<file path="src/rtl/deser_pkg.sv">
// rtl/deser_pkg.sv - shared types for the lane-arbitrated deserializer
package deser_pkg;

  typedef enum logic {
    IDLE,
    GRANT
  } state_t;

  localparam int NUM_LANES_DEFAULT = 4;

  typedef logic [$clog2(NUM_LANES_DEFAULT)-1:0] lane_idx_t;

endpackage

</file>
<file path="src/rtl/deserializer_rst.sv">
// rtl/deserializer_rst.sv - bit-serial to word deserializer with synchronous reset
module deserializer_rst #(
  parameter int DATA_WIDTH = 8
) (
  input  logic                  i_clk,
  input  logic                  i_rst,
  input  logic                  i_wen,
  input  logic                  i_data,
  output logic [DATA_WIDTH-1:0] o_data,
  output logic                  o_valid
);

  localparam int CNT_W = $clog2(DATA_WIDTH + 1);

  logic [DATA_WIDTH-1:0] shift;
  logic [CNT_W-1:0]      cnt;
  logic                  last;

  assign last = i_wen && (cnt == CNT_W'(DATA_WIDTH - 1));

  always_ff @(posedge i_clk) begin
    if (i_rst) begin
      shift   <= '0;
      cnt     <= '0;
      o_valid <= 1'b0;
    end else begin
      o_valid <= last;
      if (i_wen) begin
        shift <= {i_data, shift[DATA_WIDTH-1:1]};
        cnt   <= last ? '0 : cnt + 1'b1;
      end
    end
  end

  // Output word is not reset so it holds across aborts and core resets
  always_ff @(posedge i_clk) begin
    if (last) begin
      o_data <= {i_data, shift[DATA_WIDTH-1:1]};
    end
  end

endmodule

</file>
<file path="src/rtl/rr_arbiter.sv">
// rtl/rr_arbiter.sv - combinational round-robin pick, search starts just above the pointer
module rr_arbiter #(
  parameter int NUM_LANES = 4
) (
  input  logic [NUM_LANES-1:0]         i_req,
  input  logic [$clog2(NUM_LANES)-1:0] i_ptr,
  output logic [NUM_LANES-1:0]         o_grant,
  output logic [$clog2(NUM_LANES)-1:0] o_idx,
  output logic                         o_any
);

  localparam int IDX_W = $clog2(NUM_LANES);

  logic [IDX_W-1:0] cand;
  logic             found;

  always_comb begin
    o_grant = '0;
    o_idx   = '0;
    o_any   = |i_req;
    found   = 1'b0;
    cand    = '0;
    // k runs to NUM_LANES so the pointer lane itself is considered last
    for (int k = 1; k <= NUM_LANES; k++) begin
      cand = IDX_W'((int'(i_ptr) + k) % NUM_LANES);
      if (!found && i_req[cand]) begin
        found         = 1'b1;
        o_grant[cand] = 1'b1;
        o_idx         = cand;
      end
    end
  end

endmodule

</file>
<file path="src/rtl/deserializer_lane_arbiter.sv">
// rtl/deserializer_lane_arbiter.sv - shares one deserializer between serial lanes, word-granular round-robin
module deserializer_lane_arbiter
  import deser_pkg::*;
#(
  parameter int DATA_WIDTH = 8,
  parameter int NUM_LANES  = 4,
  parameter int TIMEOUT    = 16
) (
  input  logic                         i_clk,
  input  logic                         i_rst,
  input  logic [NUM_LANES-1:0]         i_req,
  input  logic [NUM_LANES-1:0]         i_wen,
  input  logic [NUM_LANES-1:0]         i_data,
  output logic [NUM_LANES-1:0]         o_grant,
  output logic [DATA_WIDTH-1:0]        o_data,
  output logic                         o_valid,
  output logic [$clog2(NUM_LANES)-1:0] o_src,
  output logic                         o_abort,
  output logic                         o_busy
);

  localparam int IDX_W  = $clog2(NUM_LANES);
  localparam int BIT_W  = $clog2(DATA_WIDTH + 1);
  localparam int IDLE_W = $clog2(TIMEOUT + 1);

  state_t            state;
  logic [IDX_W-1:0]  ptr;
  logic [IDX_W-1:0]  owner;
  logic [BIT_W-1:0]  bit_cnt;
  logic [IDLE_W-1:0] idle_cnt;

  logic [NUM_LANES-1:0] pick;
  logic [IDX_W-1:0]     pick_idx;
  logic                 any_req;

  logic own_wen;
  logic own_data;
  logic last_bit;
  logic do_abort;
  logic core_rst;

  rr_arbiter #(
    .NUM_LANES(NUM_LANES)
  ) u_arb (
    .i_req  (i_req),
    .i_ptr  (ptr),
    .o_grant(pick),
    .o_idx  (pick_idx),
    .o_any  (any_req)
  );

  always_comb begin
    own_wen  = (state == GRANT) && i_wen[owner];
    own_data = i_data[owner];
    last_bit = own_wen && (bit_cnt == BIT_W'(DATA_WIDTH - 1));
    // Abort only on a strobe-less cycle, so a bit arriving with a request drop is still taken
    do_abort = (state == GRANT) && !i_wen[owner] &&
               (!i_req[owner] || (idle_cnt == IDLE_W'(TIMEOUT - 1)));
  end

  // o_abort doubles as the registered abort that clears the core counter
  assign core_rst = i_rst | o_abort;
  assign o_busy   = (state == GRANT);

  always_ff @(posedge i_clk) begin
    if (i_rst) begin
      state    <= IDLE;
      o_grant  <= '0;
      o_src    <= '0;
      o_abort  <= 1'b0;
      ptr      <= IDX_W'(NUM_LANES - 1);
      owner    <= '0;
      bit_cnt  <= '0;
      idle_cnt <= '0;
    end else begin
      o_abort <= 1'b0;
      case (state)
        IDLE: begin
          bit_cnt  <= '0;
          idle_cnt <= '0;
          if (any_req) begin
            o_grant <= pick;
            owner   <= pick_idx;
            ptr     <= pick_idx;
            state   <= GRANT;
          end
        end
        GRANT: begin
          if (last_bit) begin
            o_src    <= owner;
            o_grant  <= '0;
            bit_cnt  <= '0;
            idle_cnt <= '0;
            state    <= IDLE;
          end else if (own_wen) begin
            bit_cnt  <= bit_cnt + 1'b1;
            idle_cnt <= '0;
          end else if (do_abort) begin
            o_abort  <= 1'b1;
            o_grant  <= '0;
            bit_cnt  <= '0;
            idle_cnt <= '0;
            state    <= IDLE;
          end else if (idle_cnt != IDLE_W'(TIMEOUT)) begin
            idle_cnt <= idle_cnt + 1'b1;
          end
        end
        default: state <= IDLE;
      endcase
    end
  end

  deserializer_rst #(
    .DATA_WIDTH(DATA_WIDTH)
  ) u_core (
    .i_clk  (i_clk),
    .i_rst  (core_rst),
    .i_wen  (own_wen),
    .i_data (own_data),
    .o_data (o_data),
    .o_valid(o_valid)
  );

endmodule

</file>
<file path="config.mk">
export PLATFORM = sky130hd
export DESIGN_NAME = deserializer_lane_arbiter
export DESIGN_NICKNAME = d
export VERILOG_FILES = /design/src/rtl/deser_pkg.sv /design/src/rtl/deserializer_rst.sv /design/src/rtl/rr_arbiter.sv /design/src/rtl/deserializer_lane_arbiter.sv
export SDC_FILE = /design/constraint.sdc
export NUM_CORES = 1
export LEC_CHECK = 0
export BUFFER_PORTS_ARGS = -buffer_cell sky130_fd_sc_hd__clkbuf_2
export CORE_MARGIN = 2
export CORE_UTILIZATION = 45
export CTS_CLUSTER_DIAMETER = 200
export DETAILED_ROUTE_END_ITERATION = 8
export GPL_TIMING_DRIVEN = 0
export PLACE_DENSITY_LB_ADDON = 0.3
export SYNTH_ARGS = -nofsm -noshare
export SYNTH_HDL_FRONTEND = slang
export SYNTH_SLANG_ARGS = --single-unit
</file>
<file path="constraint.sdc">
create_clock -name i_clk -period 2.4 [get_ports i_clk]
set_input_delay 0.48 -clock i_clk [delete_from_list [all_inputs] [get_ports i_clk]]
set_output_delay 0.48 -clock i_clk [all_outputs]
set_load 0.02 [all_outputs]
</file>
Word-level counts from Yosys, hierarchy flattened
Index checks and enable logic that the tools add are counted.
{"block": "totals", "regBits": 42}
{"block": "classes", "bitwise_logic": 5, "n_addsub": 7, "n_reduce_logical": 23, "n_lt_le_gt_ge": 9, "muxes": 53, "n_eq_ne": 9}
{"op": "4-bit two-way mux", "count": 11}
{"op": "5-bit two-way mux", "count": 4}
{"op": "1-bit two-way mux", "count": 19}
{"op": "4-bit one-hot mux with 2 select lines", "count": 2}
{"op": "2-bit by 3-bit less-than comparator with 1-bit output, second input constant", "count": 5}
{"op": "1-bit binary-select mux with 2-bit select", "count": 7}
{"op": "1-bit logical AND", "count": 12}
{"op": "4-bit bitwise OR", "count": 3}
{"op": "5-bit one-hot mux with 2 select lines", "count": 1}
{"op": "4-bit by 1-bit adder with 4-bit output, second input constant", "count": 2}
{"op": "1-bit demux with 2-bit select", "count": 4}
{"op": "4-bit by 3-bit equality test with 1-bit output, second input constant", "count": 2}
{"op": "2-bit by 1-bit >= comparator with 1-bit output, second input constant", "count": 4}
{"op": "2-bit two-way mux", "count": 4}
{"op": "4-bit OR reduction", "count": 2}
{"op": "5-bit by 1-bit adder with 5-bit output, second input constant", "count": 1}
{"op": "5-bit by 4-bit equality test with 1-bit output, second input constant", "count": 1}
{"op": "1-bit logical NOT", "count": 5}
{"op": "5-bit by 1-bit inequality test with 1-bit output, second input constant", "count": 1}
{"op": "5-bit inequality test, second input constant", "count": 1}
{"op": "2-bit by 1-bit adder with 2-bit output, second input constant", "count": 2}
{"op": "2-bit adder, second input constant", "count": 2}
{"op": "4-bit by 1-bit inequality test with 1-bit output, second input constant", "count": 1}
{"op": "2-bit AND reduction", "count": 2}
{"op": "8 further kinds", "count": 8}

Logic depth before layout (Yosys ltp)
Gate-level depths: netlist (run 1).
{"block": "depth", "ltp_word": 15, "depth_mapped": 9, "mapped_depth_nobuf": 7}

Hierarchy
From an unflattened synthesis (run 1), not the netlist that was laid out.
{"block": "unflattened", "hier_cells": 240, "hier_area_um2": 2366.0}
{"module": "deserializer_lane_arbiter", "area_each_um2": 1028.5, "cells_each": 108, "n_inst": 1}
{"module": "deserializer_rst", "area_each_um2": 706.9, "cells_each": 50, "n_inst": 1}
{"module": "rr_arbiter", "area_each_um2": 630.6, "cells_each": 82, "n_inst": 1}

Worst setup path after synthesis (run 1)
Ideal clock, no wire load.
{"block": "synth_timing", "path_kind": "flip-flop to flip-flop", "start": "reg ptr[0]", "end": "reg owner[1]", "t_required_ps": 2312, "stages_incl_launch_ff": 9, "t_arrival_ps": 2416, "period_less_slack_ps": 2504, "setup_slack_ps": -104, "path_cell_list": "dfxtp_1 buf_2 inv_2 ha_1 clkbuf_1 nor2b_1 o31a_1 or4b_4 a311oi_2"}
{"block": "synth_via", "elab_chain_cells": 13, "elab_cells_between_ends": 25, "cone_classes": "4 x add/sub; 15 x mux; 6 x reduce/logical"}
{"element": "from (decl)", "line_no": "deserializer_lane_arbiter.sv:27", "rtl": "logic [IDX_W-1:0] ptr;"}
{"element": "from (signal assigned)", "line_no": "deserializer_lane_arbiter.sv:71", "rtl": "ptr <= IDX_W'(NUM_LANES - 1);"}
{"element": "from (signal assigned)", "line_no": "deserializer_lane_arbiter.sv:84", "rtl": "ptr <= pick_idx;"}
{"element": "2-bit by 1-bit adder with 2-bit output", "line_no": "rr_arbiter.sv:25", "rtl": "cand = IDX_W'((int'(i_ptr) + k) % NUM_LANES);"}
{"element": "1-bit binary-select mux with 2-bit select", "line_no": "rr_arbiter.sv:26", "rtl": "if (!found && i_req[cand]) begin"}
{"element": "1-bit two-way mux (not written as such)", "line_no": "rr_arbiter.sv:26"}
{"element": "1-bit two-way mux", "line_no": "rr_arbiter.sv:26"}
{"element": "1-bit logical NOT", "line_no": "rr_arbiter.sv:26"}
{"element": "1-bit logical AND", "line_no": "rr_arbiter.sv:26"}
{"element": "1-bit two-way mux", "line_no": "rr_arbiter.sv:26"}
{"element": "1-bit logical NOT", "line_no": "rr_arbiter.sv:26"}
{"element": "1-bit logical AND", "line_no": "rr_arbiter.sv:26"}
{"element": "1-bit two-way mux", "line_no": "rr_arbiter.sv:26"}
{"element": "1-bit logical NOT", "line_no": "rr_arbiter.sv:26"}
{"element": "1-bit logical AND", "line_no": "rr_arbiter.sv:26"}
{"element": "2-bit two-way mux (*)", "line_no": "rr_arbiter.sv:26"}
{"element": "to (signal assigned)", "line_no": "deserializer_lane_arbiter.sv:83", "rtl": "owner <= pick_idx;"}
{"element": "to (decl)", "line_no": "deserializer_lane_arbiter.sv:28", "rtl": "logic [IDX_W-1:0] owner;"}
Mark *: on every way between the ends. The rest lies on a longest branch, timed or not. The select of a mux whose other input is x is not followed.
A chain may end at the register's enable or synchronous reset.

Worst setup path in the final report (run 1)
Ends and elaborated chain as after synthesis.

==> results of run 1 <==
## per-stage QoR
step | setup slack, ps | instances | utilization, % | setup TNS, ps
after floorplan | 43.3 | 215 | - | 0
after global placement | -382 | 298 | 51.3 | -1700
after detailed placement | -386 | 298 | 51.3 | -1780
after CTS | 4.43 | 306 | 54.6 | 0
after global routing | 1.78 | 308 | 55.4 | 0
final | 121 | 308 | 55.4 | 0
## where the power goes
| part | switching (mW) | total, mW | leakage, nW | internal, mW |
|---|---|---|---|---|
| Clock | 0.242 | 0.554 | 0.0554 | 0.312 |
| Sequential | 0.0659 | 0.840 | 0.356 | 0.774 |
| Combinational | 0.521 | 0.982 | 0.631 | 0.461 |
## repair_timing
action	4_1_cts	5_1_grt
setup buffers	0	2
setup endpoints to repair	6	6
resized for setup	9	8
## final cells by class
type	count	area [um2]	area share, %
plain buffers	12	78.8	3.03
clock buffers	6	72.6	2.79
clock inverters	2	38.8	1.49
inverters	7	28.8	1.11
multi-input cells	155	1250	48.0
flip-flops and latches	41	906	34.8
well taps	54	67.6	2.60
repair buffers	31	160	6.16
## how the worst min path moves through the flow
stage                                      end  slack [ps]  cells after the start
floorplan           u_core.o_data[0]$_DFFE_PP_         410                      0
global placement    u_core.o_data[0]$_DFFE_PP_         420                      0
detailed placement  u_core.o_data[0]$_DFFE_PP_         420                      0
CTS                 u_core.o_data[0]$_DFFE_PP_         440                      0
global route        u_core.o_data[0]$_DFFE_PP_         470                      0
finish              u_core.o_data[0]$_DFFE_PP_         440                      0
## critical path, cell delays in order, from the launching register on
cell and delay, ps:
dfxtp_4 390, buf_8 140, inv_4 70, ha_4 300, mux2i_2 260, mux2i_4 160
nor2_4 150, or4b_4 480, a311oi_2 230
## per-layer routing
layer	global-route usage (%)	share of wire, %
met5	0	0
met2	27.6	48
met3	3.84	3.8
met1	23.7	47
met4	9.09	1.3
## flip-flops by register name, indices dropped and copies added (netlist names)
register and cells:
bit_cnt 4, idle_cnt 5, o_abort 1, o_busy 1
o_grant 4, o_src 2, owner 2, ptr 2
u_core.cnt 4, u_core.o_data 8, u_core.o_valid 1, u_core.shift 7
## cell families after synthesis
group / Yosys count / share of synthesized area (%)
flops: 41 / 41.2
buf+inv: 19 / 4.17
mux: 24 / 13.6
fa+ha+maj: 13 / 7.43
simple gates: 79 / 19.1
compound gates: 35 / 12.9
xor+xnor: 4 / 1.60
## cell usage in the layout (no fill, tap or decap), types with 2 or more instances in the layout
cell type / instances
a21oi_1: 5
a221o_1: 5
a221oi_1: 4
buf_2: 6
buf_4: 4
clkbuf_1: 3
clkbuf_2: 29
clkbuf_8: 5
dfxtp_1: 31
edfxtp_1: 8
ha_1: 12
inv_1: 5
mux2i_1: 17
mux2i_4: 2
mux4_2: 3
nand2_1: 9
nand2b_1: 2
nand3_1: 5
nand3b_1: 3
nor2_1: 29
nor2b_1: 8
nor3_1: 9
o211ai_1: 3
o21ai_0: 3
or2_2: 2
xnor2_1: 2
xor2_1: 2
==> results by group, run 1 <==
Status
  • Status: complete, no violations

STA
  • RSZ-0062 raised after global routing: no
  • Worst-Margin Slew: 563 ps
  • Worst slew margin: 62.2%
  • Final period util: 94.9%
  • Final hold vios: 0
  • Final hold slack: 441 ps
  • Pins Over Slew Limit: 0
  • Fin crit period: 2280 ps
  • Final setup violation count: 0
  • Clk_skew: 10.1 ps
  • Fmax: 0.439 GHz

Min path
  • Hold path start: u_core.shift[1]$_SDFFE_PP0P_
  • Min-Delay Path Class: register to register

Yosys
  • Ys async rst share: 0%
  • Yosys reg bits: 41
  • Synth area leader: dfxtp_1
  • Sequential element share of the synthesized area: 41.2%
  • Top post-synthesis cells by area: dfxtp_1 (30%), edfxtp_1 (11%), mux2i_1 (8.7%)
  • Syn nets: 242
  • Most used DFF post-synth: dfxtp_1
  • Most frequent cell after synthesis: dfxtp_1
  • Mapped Area: 0.00219 mm2
  • Post-Synthesis Cells: 215
  • Top cells by count, synth: dfxtp_1 (33), nor2_1 (29), mux2i_1 (19)
  • Synth Area per Inst: 10.2 um2
  • Yosys warning count: 0
  • Post-synth EDFFs: 8
  • Top cell type's share of synthesized area: 30.2%
  • Netlist cell types: 54

Layout
  • Area Growth Syn to Fin: 18.8%
  • # nets final: 280
  • Layout cell share with drive strength beyond 1: 27.6%
  • # diodes: 0
  • Fill cells: 416
  • Final Cell Area: 0.00260 mm2

Clocking
  • Hold Buf Count CTS: 0
  • Clk slew on worst S/H paths: 80 ps
  • Max clock buf depth: 2
  • Clock sink count: 41
  • H-tree depth: 2
  • CTS tree: yes
  • Worst-skew pair later-pin latency: 300 ps
  • CTS Buf Count: 5
  • Clock Tree Root: clkbuf_8

Routing
  • DRC: 0
  • Vias: 1691
  • Detailed Route WL: 4330 um
  • Antenna viol nets, final: 0
  • 1st-pass router iterations: 4
  • Initial DRC count: 76
  • Routed len/inst: 14.0 um
  • Vias/cell: 5.49

Critical path
  • Critical Setup Path Class: register to register
  • Reg2reg setup slack: 120 ps
  • Crit Path Max Fanout: 10
  • CP arrival: 2490 ps
  • Startpoint Class: register
  • Critical Path Sink: owner[1]$_SDFFE_PP0P_
  • Reg2Reg Depth: 8
  • Critical Path RT: 2610 ps
  • R2R Path End: owner[1]$_SDFFE_PP0P_
  • Setup crit start: ptr[0]$_SDFFE_PP1P_
  • Worst Setup End Kind: register
  • Reg2Reg Launch Point: ptr[0]$_SDFFE_PP1P_

Floorplan
  • Die span in y: 73.7 um
  • Chip Width: 73.7 um
  • Row count: 25
  • Core area: 0.00469 mm2
  • Die Footprint: 0.00544 mm2
  • Boundary pin count: 31
  • Initial Util: 46.6%

Global routing
  • Vias in the first global route: 1626
  • Antenna violations before repair: 0
  • Largest net degree at the start of global routing: 14
  • GRT Total Usage: 17.9%
  • Grt total ovfl: 0
  • First-pass GRT wire length: 7450 um

Power
  • Pwr/cell area: 914 mW/mm2
  • Pwr Total: 2.38 mW
  • Leak: 1.04 nW
  • Max VDD drop: 0.379 mV

Placement
  • Final Wtd Congestion: 0.794
  • Port Buffer Count: 29
  • Dpl hpwl: 3100 um
  • Placed cell area: 0.00240 mm2

Job
  • Max_cap viols: 0
Note: power is estimated with default switching activity, not from simulation.
==> run 2, diff against run 1 <==
Settings changed: REMOVE_ABC_BUFFERS from default to 1.
Clock period 2.4 ns to 2.9 ns, I/O delays scaled along.
==> results by group, run 2 (synthesis results as in run 1) <==
Global routing
  • Grt met2 use: 25.3%
  • Antenna violations before repair: 0
  • GRT Total Usage: 16.3%
  • Largest net degree at the start of global routing: 19
  • Grt total ovfl: 0
  • Gr busiest metal: met2
  • Met1 Use GR: 21.4%
  • First-pass GRT wire length: 6750 um
  • Vias in the first global route: 1436
  • Met3 GRT Util: 3.84%

Critical path
  • Startpoint Class: register
  • CP arrival: 2940 ps
  • Critical Path RT: 3110 ps
  • Critical Setup Path Class: register to register
  • Crit Path Max Fanout: 12
  • Worst Setup End Kind: register

Layout
  • Final Cell Area: 0.00249 mm2
  • Area Growth Syn to Fin: 13.7%
  • Layout cell share with drive strength beyond 1: 22.8%
  • # diodes: 0
  • Largest register by flop count: u_core.o_data
  • Most common cell after layout, fill and taps aside: dfxtp_1
  • Max reg flops: 8
  • # nets final: 267
  • Biggest regs: u_core.o_data: 8 flops, u_core.shift: 7 flops, idle_cnt: 5 flops
  • Commonest non-fill, non-tap cells in the layout: dfxtp_1 (32), clkbuf_2 (30), nor2_1 (29)
  • Final cell count without fillers: 295
  • Core utilization of the finished layout: 53.0%

Placement
  • Placed insts: 287
  • Dpl hpwl: 2860 um
  • Port Buffer Count: 30
  • Placed cell area: 0.00234 mm2
  • Final Wtd Congestion: 0.795

Routing
  • Antenna viol nets, final: 0
  • Routed len/inst: 13.7 um
  • Detailed Route WL: 4030 um
  • 1st-pass router iterations: 4
  • Initial DRC count: 76
  • Vias/cell: 5.53
  • Vias: 1630
  • DRC: 0

Power
  • Leak: 0.996 nW
  • Max VDD drop: 0.351 mV
  • Pwr/cell area: 780 mW/mm2
  • Pwr Total: 1.94 mW

Min path
  • Min-Delay Path Class: register to register

Clocking
  • Max clock buf depth: 2
  • Clock Tree Root: clkbuf_8
  • Worst-skew pair later-pin latency: 300 ps
  • H-tree depth: 2
  • CTS Buf Count: 5
  • Clk slew on worst S/H paths: 80 ps
  • CTS tree: yes
  • Clock sink count: 41

Floorplan
  • Chip Width: 73.7 um
  • Row count: 25
  • Die Footprint: 0.00544 mm2
  • Core area: 0.00469 mm2
  • Die span in y: 73.7 um
  • Initial Util: 46.6%
  • Boundary pin count: 31

Job
  • Max_cap viols: 0

STA
  • Final hold vios: 0
  • Final period util: 94.2%
  • Fin crit period: 2730 ps
  • Clk_skew: 9.36 ps
  • Total negative slack: 0 ps
  • Fmax: 0.366 GHz
  • RSZ-0062 raised after global routing: no
  • Worst-Margin Slew: 920 ps
  • Final setup violation count: 0
  • Worst slew margin: 38.7%
  • Pins Over Slew Limit: 0

Status
  • Status: complete, no violations
-- run 2: worst max-delay path, stage by stage, from the launching register on --
cell and delay, ps:
dfxtp_1 550, inv_1 200, ha_2 510, mux2i_1 280
mux2i_2 220, nor2_4 160, or4b_4 480, a311oi_2 250
-- run 2: power by group --
group	internal, mW	switching [mW]
registers	0.638	0.0901
logic	0.304	0.357
clock network	0.346	0.206
-- run 2: worst paths after layout --
path	startpoint	endpoint	slack, ps	cells after the start
worst max-delay path	ptr[1]$_SDFFE_PP1P_	owner[1]$_SDFFE_PP0P_	170	7
worst min-delay path	u_core.shift[1]$_SDFFE_PP0P_	u_core.o_data[0]$_DFFE_PP_	440	0
worst max register to register	ptr[1]$_SDFFE_PP1P_	owner[1]$_SDFFE_PP0P_	170	7
worst min register to register	u_core.shift[1]$_SDFFE_PP0P_	u_core.o_data[0]$_DFFE_PP_	440	0
-- run 2: timing repair --
item	4_1_cts	5_1_grt
setup endpoints to repair	5	5
gates resized for setup	2	1
buffers inserted	0	0
hold buffers	0	0
pin swaps	0	0
-- run 2: cell type report --
cell class,count,area [um2]
Fill cell,422,2200
Multi-Input combinational cell,155,1200
Sequential cell,41,902
Timing Repair Buffer,30,150
Clock buffer,5,68.8
Clock inverter,3,68.8
Tap cell,54,67.6
Inverter,7,26.3
-- run 2: per-stage QoR --
step / worst slack (ps) / hold WS, ps
after floorplan: 312 / 408
after global placement: -252 / 421
after detailed placement: -240 / 421
after CTS: 110 / 446
after global routing: 2.94 / 467
final: 168 / 440
-- run 2: layer usage --
layer  wire, um  vias to the layer above  share of wire (%)
li1           -                      835                  -
met1       2020                      746                 50
met2       1770                       42                 44
met3        156                        7                3.9
met4         81                        0                2.0
met5          0                        -                  0
==> run 3, diff against run 2 <==
Settings changed: CORE_UTILIZATION 45 to 35.
==> results by group, run 3 (synthesis results as in run 1) <==
Status
  • Status: complete, no violations

Layout
  • Final Cell Area: 0.00246 mm2
  • Storage element area: 902 um2
  • # nets final: 267
  • Layout cell share with drive strength beyond 1: 22.4%
  • Area of the multi-input gates: 0.00120 mm2
  • Most common cell after layout, fill and taps aside: dfxtp_1
  • Biggest regs: u_core.o_data: 8 flops, u_core.shift: 7 flops, idle_cnt: 5 flops
  • Fill cells: 597
  • Largest register by flop count: u_core.o_data
  • # diodes: 0
  • Area Growth Syn to Fin: 12.5%
  • Commonest non-fill, non-tap cells in the layout: dfxtp_1 (32), clkbuf_2 (30), nor2_1 (29)
  • Max reg flops: 8

Critical path
  • CP bufs+invs: 1
  • Slowest cell on crit path: ha_1
  • Worst Setup End Kind: register
  • Top delay family on crit path: simple AND/OR/NAND/NOR gates
  • Crit Path Max Fanout: 12
  • Critical Path Max Stage Delay: 550 ps
  • Critical Path RT: 3110 ps
  • CP arrival: 2950 ps
  • CP cell instances: inv_1 -> ha_1 -> mux2i_1 -> mux2i_2 -> nor2_4 -> or4b_4 -> a311oi_2
  • Critical Setup Path Class: register to register
  • Startpoint Class: register

STA
  • Total negative slack: 0 ps
  • Fmax: 0.365 GHz
  • Final period util: 94.5%
  • RSZ-0062 raised after global routing: no
  • Fin crit period: 2740 ps
  • Clk_skew: 7.14 ps
  • Worst slew margin: 38.2%
  • Final setup violation count: 0
  • Final setup margin: 159 ps
  • Final hold slack: 448 ps
  • Final hold vios: 0
  • Pins Over Slew Limit: 0
  • Worst-Margin Slew: 927 ps

Clocking
  • H-tree depth: 2
  • CTS Buf Count: 5
  • Clock sink count: 41
  • Clock Tree Root: clkbuf_8
  • Worst-skew pair later-pin latency: 290 ps
  • Clk slew on worst S/H paths: 80 ps
  • CTS tree: yes
  • Postcts setup bufs: 0
  • Max clock buf depth: 2

Floorplan
  • Chip Width: 83.1 um
  • Row count: 28
  • Die span in y: 83.1 um
  • Initial Util: 36.5%
  • Die Footprint: 0.00690 mm2
  • Boundary pin count: 31
  • Core area: 0.00599 mm2

Power
  • Max VDD drop: 0.273 mV
  • Pwr/cell area: 710 mW/mm2
  • Leak: 0.974 nW
  • Pwr Total: 1.75 mW

Routing
  • Detailed Route WL: 4080 um
  • Initial DRC count: 37
  • DRC: 0
  • 1st-pass router iterations: 4
  • Routed len/inst: 12.9 um
  • Vias: 1632
  • Vias/cell: 5.16
  • Antenna viol nets, final: 0

Global routing
  • Largest net degree at the start of global routing: 19
  • Antenna violations before repair: 0
  • Vias in the first global route: 1604
  • Grt total ovfl: 0
  • GRT Total Usage: 12.5%
  • First-pass GRT wire length: 7220 um

Job
  • Max_cap viols: 0

Placement
  • Final Wtd Congestion: 0.785
  • Port Buffer Count: 30
  • Placed cell area: 0.00237 mm2
  • Dpl hpwl: 2920 um
  • Setup WS pre-CTS: -249 ps

Min path
  • Min-Delay Path Class: register to register
run 3: final timing paths:
kind                                      from                    endpoint  slack [ps]  cells after the start
setup reg to reg           ptr[1]$_SDFFE_PP1P_       owner[1]$_SDFFE_PP0P_         160                      7
hold reg to reg   u_core.shift[1]$_SDFFE_PP0P_  u_core.o_data[0]$_DFFE_PP_         450                      0
setup / recovery           ptr[1]$_SDFFE_PP1P_       owner[1]$_SDFFE_PP0P_         160                      7
hold / removal    u_core.shift[1]$_SDFFE_PP0P_  u_core.o_data[0]$_DFFE_PP_         450                      0
run 3: layer usage:
layer  vias to the layer above  track usage [%]  wire length (um)
li1                        829                -                 -
met1                       761             16.5              2070
met2                        35             19.7              1800
met3                         7             2.49               142
met4                         0             5.37                76
met5                         -                0                 0
run 3: power breakdown:
part / internal (mW) / total [mW] / switching (mW)
logic: 0.300 / 0.659 / 0.359
clock network: 0.166 / 0.360 / 0.194
registers: 0.638 / 0.729 / 0.0902
total: 1.10 / 1.75 / 0.643
run 3: area by class of cell:
type | instances | area share [%]
tap | 75 | 3.81
clock buffer | 5 | 2.80
inverter | 7 | 1.07
timing repair buffer | 30 | 6.10
clock inverter | 3 | 0.712
multi-input combinational | 155 | 48.9
sequential | 41 | 36.7
run 3: per-stage QoR:
| stage | utilization, % | cells |
|---|---|---|
| after floorplan | - | 203 |
| after global placement | 39.5 | 308 |
| after detailed placement | 39.5 | 308 |
| after CTS | 41.1 | 316 |
| after global routing | 41.1 | 316 |
| final | 41.1 | 316 |
run 3: repair_timing:
item                       CTS  global route
setup endpoints to repair    5             0
hold endpoints to repair     0             0
resized for setup            2             0
hold buffers                 0             0
